$ cat config.mk
export PLATFORM = sky130hd
export DESIGN_NAME = arm_exec_unit
export DESIGN_NICKNAME = d
export VERILOG_FILES = /design/src/rtl/arm_exec_unit.sv
export SDC_FILE = /design/constraint.sdc
export NUM_CORES = 1
export LEC_CHECK = 0
export BUFFER_PORTS_ARGS = -buffer_cell sky130_fd_sc_hd__buf_2
export CORE_MARGIN = 4
export CORE_UTILIZATION = 46
export CTS_BUF_LIST = sky130_fd_sc_hd__clkbuf_16
export DETAILED_ROUTE_END_ITERATION = 8
export PLACE_DENSITY_LB_ADDON = 0.08
export SYNTH_ARGS = -nofsm -noshare
export SYNTH_HDL_FRONTEND = slang
export SYNTH_SLANG_ARGS = --single-unit
$ cat constraint.sdc
create_clock -name clk -period 4.24 [get_ports clk]
set_input_delay 0.212 -clock clk [delete_from_list [all_inputs] [get_ports clk]]
set_output_delay 0.212 -clock clk [all_outputs]
set_load 0.01 [all_outputs]
$ cat src/rtl/arm_exec_unit.sv
// arm_exec_unit
// ---------------------------------------------------------------------------
// Execute stage for the ARM32 core. Evaluates the condition field against the
// held NZCV register, performs the sixteen ARM data-processing operations on
// two pre-decoded operands and presents the result through a one-entry output
// register with valid/ready back-pressure.
//
// Ports
//   clk, reset_n          clock, asynchronous active-low reset
//   in_valid / in_ready   instruction handshake from decode/operand fetch
//   op, cond, s, rd       opcode ins[24:21], condition ins[31:28], S bit, Rd
//   a, b                  Rn and the already shifted/expanded second operand
//   sh_c                  shifter carry-out, used as C by logical ops
//   flags_ld, flags_in    direct NZCV load (MSR path)
//   out_valid / out_ready result handshake towards writeback
//   result, out_rd, wr_en registered result, destination, writeback enable
//   flags                 current NZCV register {N,Z,C,V}
//
// Handshake: a transfer happens on a rising edge where valid && ready. The
// producer holds its payload stable while valid && !ready. in_ready is
// combinational: the output register can take a new entry when it is empty
// or is being drained in the same cycle.
// ---------------------------------------------------------------------------
module arm_exec_unit #(
  parameter int N  = 32,
  parameter int RW = 4
) (
  input  logic          clk,
  input  logic          reset_n,
  input  logic          in_valid,
  output logic          in_ready,
  input  logic [3:0]    op,
  input  logic [3:0]    cond,
  input  logic          s,
  input  logic [RW-1:0] rd,
  input  logic [N-1:0]  a,
  input  logic [N-1:0]  b,
  input  logic          sh_c,
  input  logic          flags_ld,
  input  logic [3:0]    flags_in,
  output logic          out_valid,
  input  logic          out_ready,
  output logic [N-1:0]  result,
  output logic [RW-1:0] out_rd,
  output logic          wr_en,
  output logic [3:0]    flags
);

  logic          out_valid_q, out_valid_d;
  logic [N-1:0]  result_q, result_d;
  logic [RW-1:0] out_rd_q, out_rd_d;
  logic          wr_en_q, wr_en_d;
  logic [3:0]    flags_q, flags_d;

  logic nf, zf, cf, vf;
  assign {nf, zf, cf, vf} = flags_q;

  logic acc;
  assign in_ready = !out_valid_q || out_ready;
  assign acc      = in_valid && in_ready;

  // Condition evaluation against the currently held flags.
  logic cond_pass;
  always_comb begin
    cond_pass = 1'b0;
    case (cond)
      4'b0000: cond_pass = zf;
      4'b0001: cond_pass = !zf;
      4'b0010: cond_pass = cf;
      4'b0011: cond_pass = !cf;
      4'b0100: cond_pass = nf;
      4'b0101: cond_pass = !nf;
      4'b0110: cond_pass = vf;
      4'b0111: cond_pass = !vf;
      4'b1000: cond_pass = cf && !zf;
      4'b1001: cond_pass = !cf || zf;
      4'b1010: cond_pass = (nf == vf);
      4'b1011: cond_pass = (nf != vf);
      4'b1100: cond_pass = !zf && (nf == vf);
      4'b1101: cond_pass = zf || (nf != vf);
      4'b1110: cond_pass = 1'b1;
      default: cond_pass = 1'b0;
    endcase
  end

  // All arithmetic ops share one adder; the opcode only selects the adder
  // inputs (x, y, cin). Logical ops bypass the adder.
  logic [N-1:0] x, y, res_logic;
  logic         cin, logical;
  always_comb begin
    x         = a;
    y         = b;
    cin       = 1'b0;
    logical   = 1'b1;
    res_logic = '0;
    case (op)
      4'b0000, 4'b1000: res_logic = a & b;
      4'b0001, 4'b1001: res_logic = a ^ b;
      4'b0010, 4'b1010: begin x = a; y = ~b; cin = 1'b1; logical = 1'b0; end
      4'b0011:          begin x = b; y = ~a; cin = 1'b1; logical = 1'b0; end
      4'b0100, 4'b1011: begin x = a; y = b;  cin = 1'b0; logical = 1'b0; end
      4'b0101:          begin x = a; y = b;  cin = cf;   logical = 1'b0; end
      4'b0110:          begin x = a; y = ~b; cin = cf;   logical = 1'b0; end
      4'b0111:          begin x = b; y = ~a; cin = cf;   logical = 1'b0; end
      4'b1100:          res_logic = a | b;
      4'b1101:          res_logic = b;
      4'b1110:          res_logic = a & ~b;
      default:          res_logic = ~b;
    endcase
  end

  logic [N:0]   sum;
  logic [N-1:0] alu_res;
  logic [3:0]   alu_flags;
  assign sum     = {1'b0, x} + {1'b0, y} + {{N{1'b0}}, cin};
  assign alu_res = logical ? res_logic : sum[N-1:0];

  always_comb begin
    alu_flags[3] = alu_res[N-1];
    alu_flags[2] = (alu_res == '0);
    alu_flags[1] = logical ? sh_c : sum[N];
    alu_flags[0] = logical ? vf
                           : ((x[N-1] == y[N-1]) && (sum[N-1] != x[N-1]));
  end

  // TST/TEQ/CMP/CMN (1000-1011) always set flags and never write back.
  logic is_test;
  assign is_test = (op[3:2] == 2'b10);

  always_comb begin
    out_valid_d = out_valid_q;
    result_d    = result_q;
    out_rd_d    = out_rd_q;
    wr_en_d     = wr_en_q;
    flags_d     = flags_q;

    if (acc) begin
      out_valid_d = 1'b1;
      result_d    = alu_res;
      out_rd_d    = rd;
      wr_en_d     = cond_pass && !is_test;
    end else if (out_valid_q && out_ready) begin
      out_valid_d = 1'b0;
    end

    // An accepted flag-setting instruction takes priority over the MSR load.
    if (acc && cond_pass && (s || is_test)) begin
      flags_d = alu_flags;
    end else if (flags_ld) begin
      flags_d = flags_in;
    end
  end

  always_ff @(posedge clk or negedge reset_n) begin
    if (!reset_n) begin
      out_valid_q <= 1'b0;
      result_q    <= '0;
      out_rd_q    <= '0;
      wr_en_q     <= 1'b0;
      flags_q     <= 4'b0000;
    end else begin
      out_valid_q <= out_valid_d;
      result_q    <= result_d;
      out_rd_q    <= out_rd_d;
      wr_en_q     <= wr_en_d;
      flags_q     <= flags_d;
    end
  end

  assign out_valid = out_valid_q;
  assign result    = result_q;
  assign out_rd    = out_rd_q;
  assign wr_en     = wr_en_q;
  assign flags     = flags_q;

endmodule

Word-level counts from Yosys, hierarchy flattened
Index checks and enable logic that the tools add are counted.
{"block": "totals", "regBits": 42, "inputBits": 87, "out_inout_bits": 43, "wordCells": 91}
{"block": "op_classes", "n_addsub": 2, "eq_ne": 34, "muxes": 12, "bitwise": 6, "n_reduce_logical": 31}
{"op": "$pmux 32 s5", "count": 1}
{"op": "$and 32x32->32", "count": 2}
{"op": "$mux 32", "count": 2}
{"op": "$not 32->32", "count": 2}
{"op": "$pmux 32 s2", "count": 1}
{"op": "$eq 4x4->1 const B", "count": 14}
{"op": "$add 32x32->33", "count": 1}
{"op": "$add 33x1->33", "count": 1}
{"op": "$eq 4x3->1 const B", "count": 8}
{"op": "$logic_not 32->1", "count": 1}
{"op": "$or 32x32->32", "count": 1}
{"op": "$xor 32x32->32", "count": 1}
{"op": "$eq 4x2->1 const B", "count": 4}
{"op": "$pmux 1 s15", "count": 1}
{"op": "$reduce_or 3->1", "count": 3}
{"op": "$eq 4x1->1 const B", "count": 2}
{"op": "$logic_and 1x1->1", "count": 8}
{"op": "$logic_not 4->1", "count": 2}
{"op": "$mux 4", "count": 2}
{"op": "$reduce_or 8->1", "count": 1}
{"op": "$logic_not 1->1", "count": 6}
{"op": "$reduce_or 2->1", "count": 3}
{"op": "$logic_or 1x1->1", "count": 4}
{"op": "$mux 1", "count": 4}
{"op": "7 further kinds", "count": 10}

Longest topological paths before layout
{"block": "logic_depth", "word_depth": 9, "ltp_mapped": 22, "mapped_depth_nobuf": 18}

Worst setup path before layout
Ideal clock, no wire load.
{"block": "synth_timing", "path_type": "input -> register", "startpoint": "input op[2]", "endpoint": "register flags_q[2], in the netlist flags[2]", "setup_ns": 0.066, "t_arrival_ns": 4.577, "required_time_ns": 4.174, "setup_slack_ns": -0.403, "stages": 22, "path_buffers": 5, "path_cell_list": "buf_2 > and2_1 > clkbuf_1 > clkbuf_1 > clkbuf_1 > o21ai_1 > clkbuf_1 > a21oi_1 > a31oi_1 > fa_1 > inv_1 > fa_1 > a21o_1 > a221oi_2 > nor3_1 > o21ai_1 > o21ai_1 > xnor2_1 > o21ai_0 > or4_1 > nor4_1 > a41o_1"}
{"block": "synth_between", "elab_chain_cells": 8, "word_cells_on_any_way": 35, "classes_between": "add/sub (2); eq/ne (15); mux (6); reduce/logical (12)"}
{"element": "start: declaration", "line_no": "32", "text": "input logic [3:0] op,"}
{"element": "$eq 4x3->1, or another cell as far along", "line_no": "96", "text": "case (op)"}
{"element": "$reduce_or 3->1 (no line) / $reduce_or 2->1 (equally long branches)"}
{"element": "$pmux 32 s2 / $mux 32 (equally long branches)", "line_no": "96"}
{"element": "$add 32x32->33", "line_no": "115", "text": "assign sum = {1'b0, x} + {1'b0, y} + {{N{1'b0}}, cin};"}
{"element": "$add 33x1->33", "line_no": "115"}
{"element": "$mux 32", "line_no": "116", "text": "assign alu_res = logical ? res_logic : sum[N-1:0];"}
{"element": "$logic_not 32->1", "line_no": "120", "text": "alu_flags[2] = (alu_res == '0);"}
{"element": "$mux 4", "line_no": "147", "text": "if (acc && cond_pass && (s || is_test)) begin"}
{"element": "end signal: assignment", "line_no": "166", "text": "flags_q <= flags_d;"}
{"element": "end: declaration", "line_no": "53", "text": "logic [3:0] flags_q, flags_d;"}
Parallel ways exist; a longest one is shown, timed or not.
A chain may end at the register's enable or synchronous reset.

Worst setup path in the final report
{"block": "layout_timing", "startpoint": "input op[0]", "endpoint": "register flags_q[2], in the netlist flags[2]"}
{"block": "layout_between", "elab_chain_cells": 8, "word_cells_on_any_way": 31, "classes_between": "add/sub (2); eq/ne (14); mux (6); reduce/logical (9)"}
{"element": "$eq 4x3->1, or another cell as far along", "line_no": "96"}
{"element": "$reduce_or 3->1 (no line) / $reduce_or 2->1 (equally long branches)"}
{"element": "$pmux 32 s2 / $mux 32 (equally long branches)", "line_no": "96"}
{"element": "$add 32x32->33", "line_no": "115"}
{"element": "$add 33x1->33", "line_no": "115"}
{"element": "$mux 32 *", "line_no": "116"}
{"element": "$logic_not 32->1 *", "line_no": "120"}
{"element": "$mux 4 *", "line_no": "147"}
Mark *: on every way between the ends. The rest lies on a longest branch, timed or not.

==> results.yml <==
timing:
  final.setup.tns_ns: 0
  rsz0062_at_grt: "false"
  setup_slack_ns: 0.2842
  fin_skew_ns: 0.003063
  slew_headroom: 0.3793
  finalCritPeriodShare: 0.9330
  setup_viol: 0
  maxSlewViolCount: 0
  worst_slew_pin_slew_ns: 0.9310
  fmax_mhz: 252.8
  hold_viol: 0
  finalCriticalPeriod_ns: 3.956
worst_setup_path:
  crit_type: "in -> reg"
  worstPathRequired_ns: 4.46
  start_kind: "input pin"
  slowest_stage: "a2111o_1"
  rrSetupSlack_ns: 0.33
  worstPathCellList: "buf_2 > nand2b_1 > o21ai_4 > a21oi_1 > a31oi_1 > fa_2 > inv_1 > fa_2 > a21o_1 > a221oi_4 > o211ai_1 > nand2_1 > a31o_2 > a21oi_1 > xor2_1 > a2111o_1 > nor4_1 > a41o_1"
  crit_arrival_ns: 4.18
  crit_path_end_kind: "register"
  max_stage_delay_ns: 0.41
  worstPathMaxFanout: 5
detailed_routing:
  wl_um: 25090
  ant_nets: 0
  first_pass_iters: 5
  route.detailed.drc: 0
  vias: 8226
  avgRoutedWirePerCell_um: 18.56
  first_iter_violations: 702
  viasPerCell: 6.084
cts:
  clock-sinks: 42
  ctsHtreeMaxLevel: 2
  cts_setup_buffers: 0
  clockRootBuffer: "clkbuf_16"
  cts_tree: "yes"
  cts_buffers: 5
  clkTransAtPathRegs_ns: 0.06
  insertion_delay_ns: 0.28
  clockBufferDepth: 2
placed_design:
  pre_cts_ws_ns: 0.004126
  dp_hpwl_um: 19240
  port_buffers: 129
  routabilityCongestion: 0.9745
synthesis:
  syn_inst: 1037
  yosysUniqueCellTypes: 78
  synth-edff-count: 0
  synth_ff_type: "dfrtp_1"
  synthArstFlopShare: 1.000
  synth_area_per_cell_um2: 6.748
  yosysWarnings: 0
  ys_seq_area_frac: 0.1502
  synth_nets: 1189
  netlist_area_mm2: 0.006998
  ys_seq_elements: 42
floorplanning:
  core_mm2: 0.01470
  rows: 44
  die_area_mm2: 0.01725
  initial_utilization: 0.4761
  die_x_um: 131.3
  die_h_um: 131.3
  ios: 130
min_path:
  min_path_type: "in -> async"
cells_and_area:
  drive_above_1_share: 0.2115
  layout.nets: 1319
  antenna_cells: 0
  syn_to_final_growth_pct: 18.97
power:
  p_clk_frac: 0.197
  finalPower_mw: 2.447
  p_seq_frac: 0.227
  power_density_mw_per_mm2: 293.9
  power_switching_mw: 1.020
  comb_power_share: 0.576
  p_leak_nw: 3.917
  p_int_mw: 1.427
  switching_share: 0.4167
  ir_drop_mv: 0.2373
grt:
  overflow: 0
  grt_pass1_vias: 7725
  grt_start_max_net_pins: 73
  grt_use_total: 0.2802
  antenna_found_initial: 0
  grt_pass1_wl_um: 40250
job:
  drv_cap: 0
status:
  run_status: "finished clean"
[cells by family (layout without fill, tap and decap cells)]
kind of cell | after synthesis | after routing | share of synthesized area
compound gates | 431 | 431 | 0.3757
fa+ha+maj | 65 | 65 | 0.1184
mux | 32 | 32 | 0.04988
buf+inv | 149 | 280 | 0.08350
flops | 42 | 42 | 0.1502
simple gates | 290 | 290 | 0.1874
xor+xnor | 28 | 28 | 0.03504
[synth_stat cells (11+ instances only)]
cell type    n  share of area
a21oi_1     90          0.064
mux2_2      23          0.037
o221ai_1    12          0.015
inv_1       76          0.041
a22o_1      11          0.014
nor2_1      62          0.033
a211oi_1    16          0.017
nand3_1     14          0.010
ha_1        63           0.11
clkbuf_1    55          0.030
xnor2_1     15          0.019
nor3_1      18          0.013
a21o_1      11          0.012
xor2_1      13          0.016
nand2_1    142          0.076
o21ai_0    185           0.13
dfrtp_1     42           0.15
[critical path, delay by kind of cell]
kind                     cells  cell delay [ns]
XOR/XNOR                     1             0.17
AO/OA/AOI/OAI               10             2.28
buffers and inverters        2             0.17
adder cells (fa/ha/maj)      2             0.61
AND/OR/NAND/NOR              3             0.71
[cells in the final DEF (no fill, tap or decap), types with 12 or more instances in the layout]
master / Yosys / final
a211oi_1: 16 / 16
nor3_1: 18 / 17
buf_2: 8 / 129
inv_1: 76 / 76
mux2_2: 23 / 23
nand3_1: 14 / 14
a21oi_1: 90 / 90
ha_1: 63 / 63
xor2_1: 13 / 13
nor2_1: 62 / 61
xnor2_1: 15 / 15
o221ai_1: 12 / 12
o21ai_0: 185 / 184
dfrtp_1: 42 / 42
buf_4: 4 / 65
nand2_1: 142 / 140
[power by group through the flow]
stage	Clock [mW]	Combinational, mW	Sequential, mW
after global routing	0.517	1.56	0.567
after detailed placement	0	1.39	0.563
final	0.483	1.41	0.555
after floorplan	0	0.838	0.603
after global placement	0	1.39	0.561
after CTS	0.495	1.40	0.557
[through the flow]
stage | std cells | hold slack [ns] | util | area, um^2
3_5_place_dp | 1344 | 0.4001 | 0.5526 | 8123
4_1_cts | 1352 | 0.09842 | 0.5655 | 8312
5_1_grt | 1352 | 0.1433 | 0.5664 | 8325
3_3_place_gp | 1344 | 0.4024 | 0.5526 | 8123
2_1_floorplan | 1037 | -0.08359 | - | 7062
6_report | 1352 | 0.06538 | 0.5664 | 8325
[worst paths after layout]
path                                   end      start  cells after the start
worst max-delay path              flags[2]      op[0]                     18
worst min-delay path            result[29]    reset_n                      1
worst max register to register    flags[2]   flags[1]                     15
worst min register to register   result[0]  result[0]                      2
max in group asynchronous        result[0]    reset_n                      1
min in group clk                 out_valid   in_valid                      2
[state kept, by name, indices dropped and copies added (netlist names)]
name	flops
wr_en	1
out_valid	1
out_rd	4
flags	4
result	32
[layer usage]
layer / part of all wire / GRT usage / vias up
met2: 0.47 / 0.4819 / 321
li1: - / - / 4041
met5: 0 / 0 / -
met1: 0.42 / 0.3461 / 3801
met3: 0.060 / 0.03746 / 63
met4: 0.052 / 0.1383 / 0
[repair_timing]
item                                    in CTS  in global routing
gates resized for setup                      0                  4
endpoints found under the setup margin       0                  1
hold buffers                                 0                  0
[layout make-up]
type,count,area (um^2)
Fill cell,1489,6374
Sequential cell,42,1051
Multi-Input combinational cell,846,5421
Clock inverter,3,63.81
Timing Repair Buffer,195,1145
Tap cell,184,230.2
Clock buffer,5,125.1
Inverter,77,289.0
No activity file was read; power rests on OpenSTA's default activity.
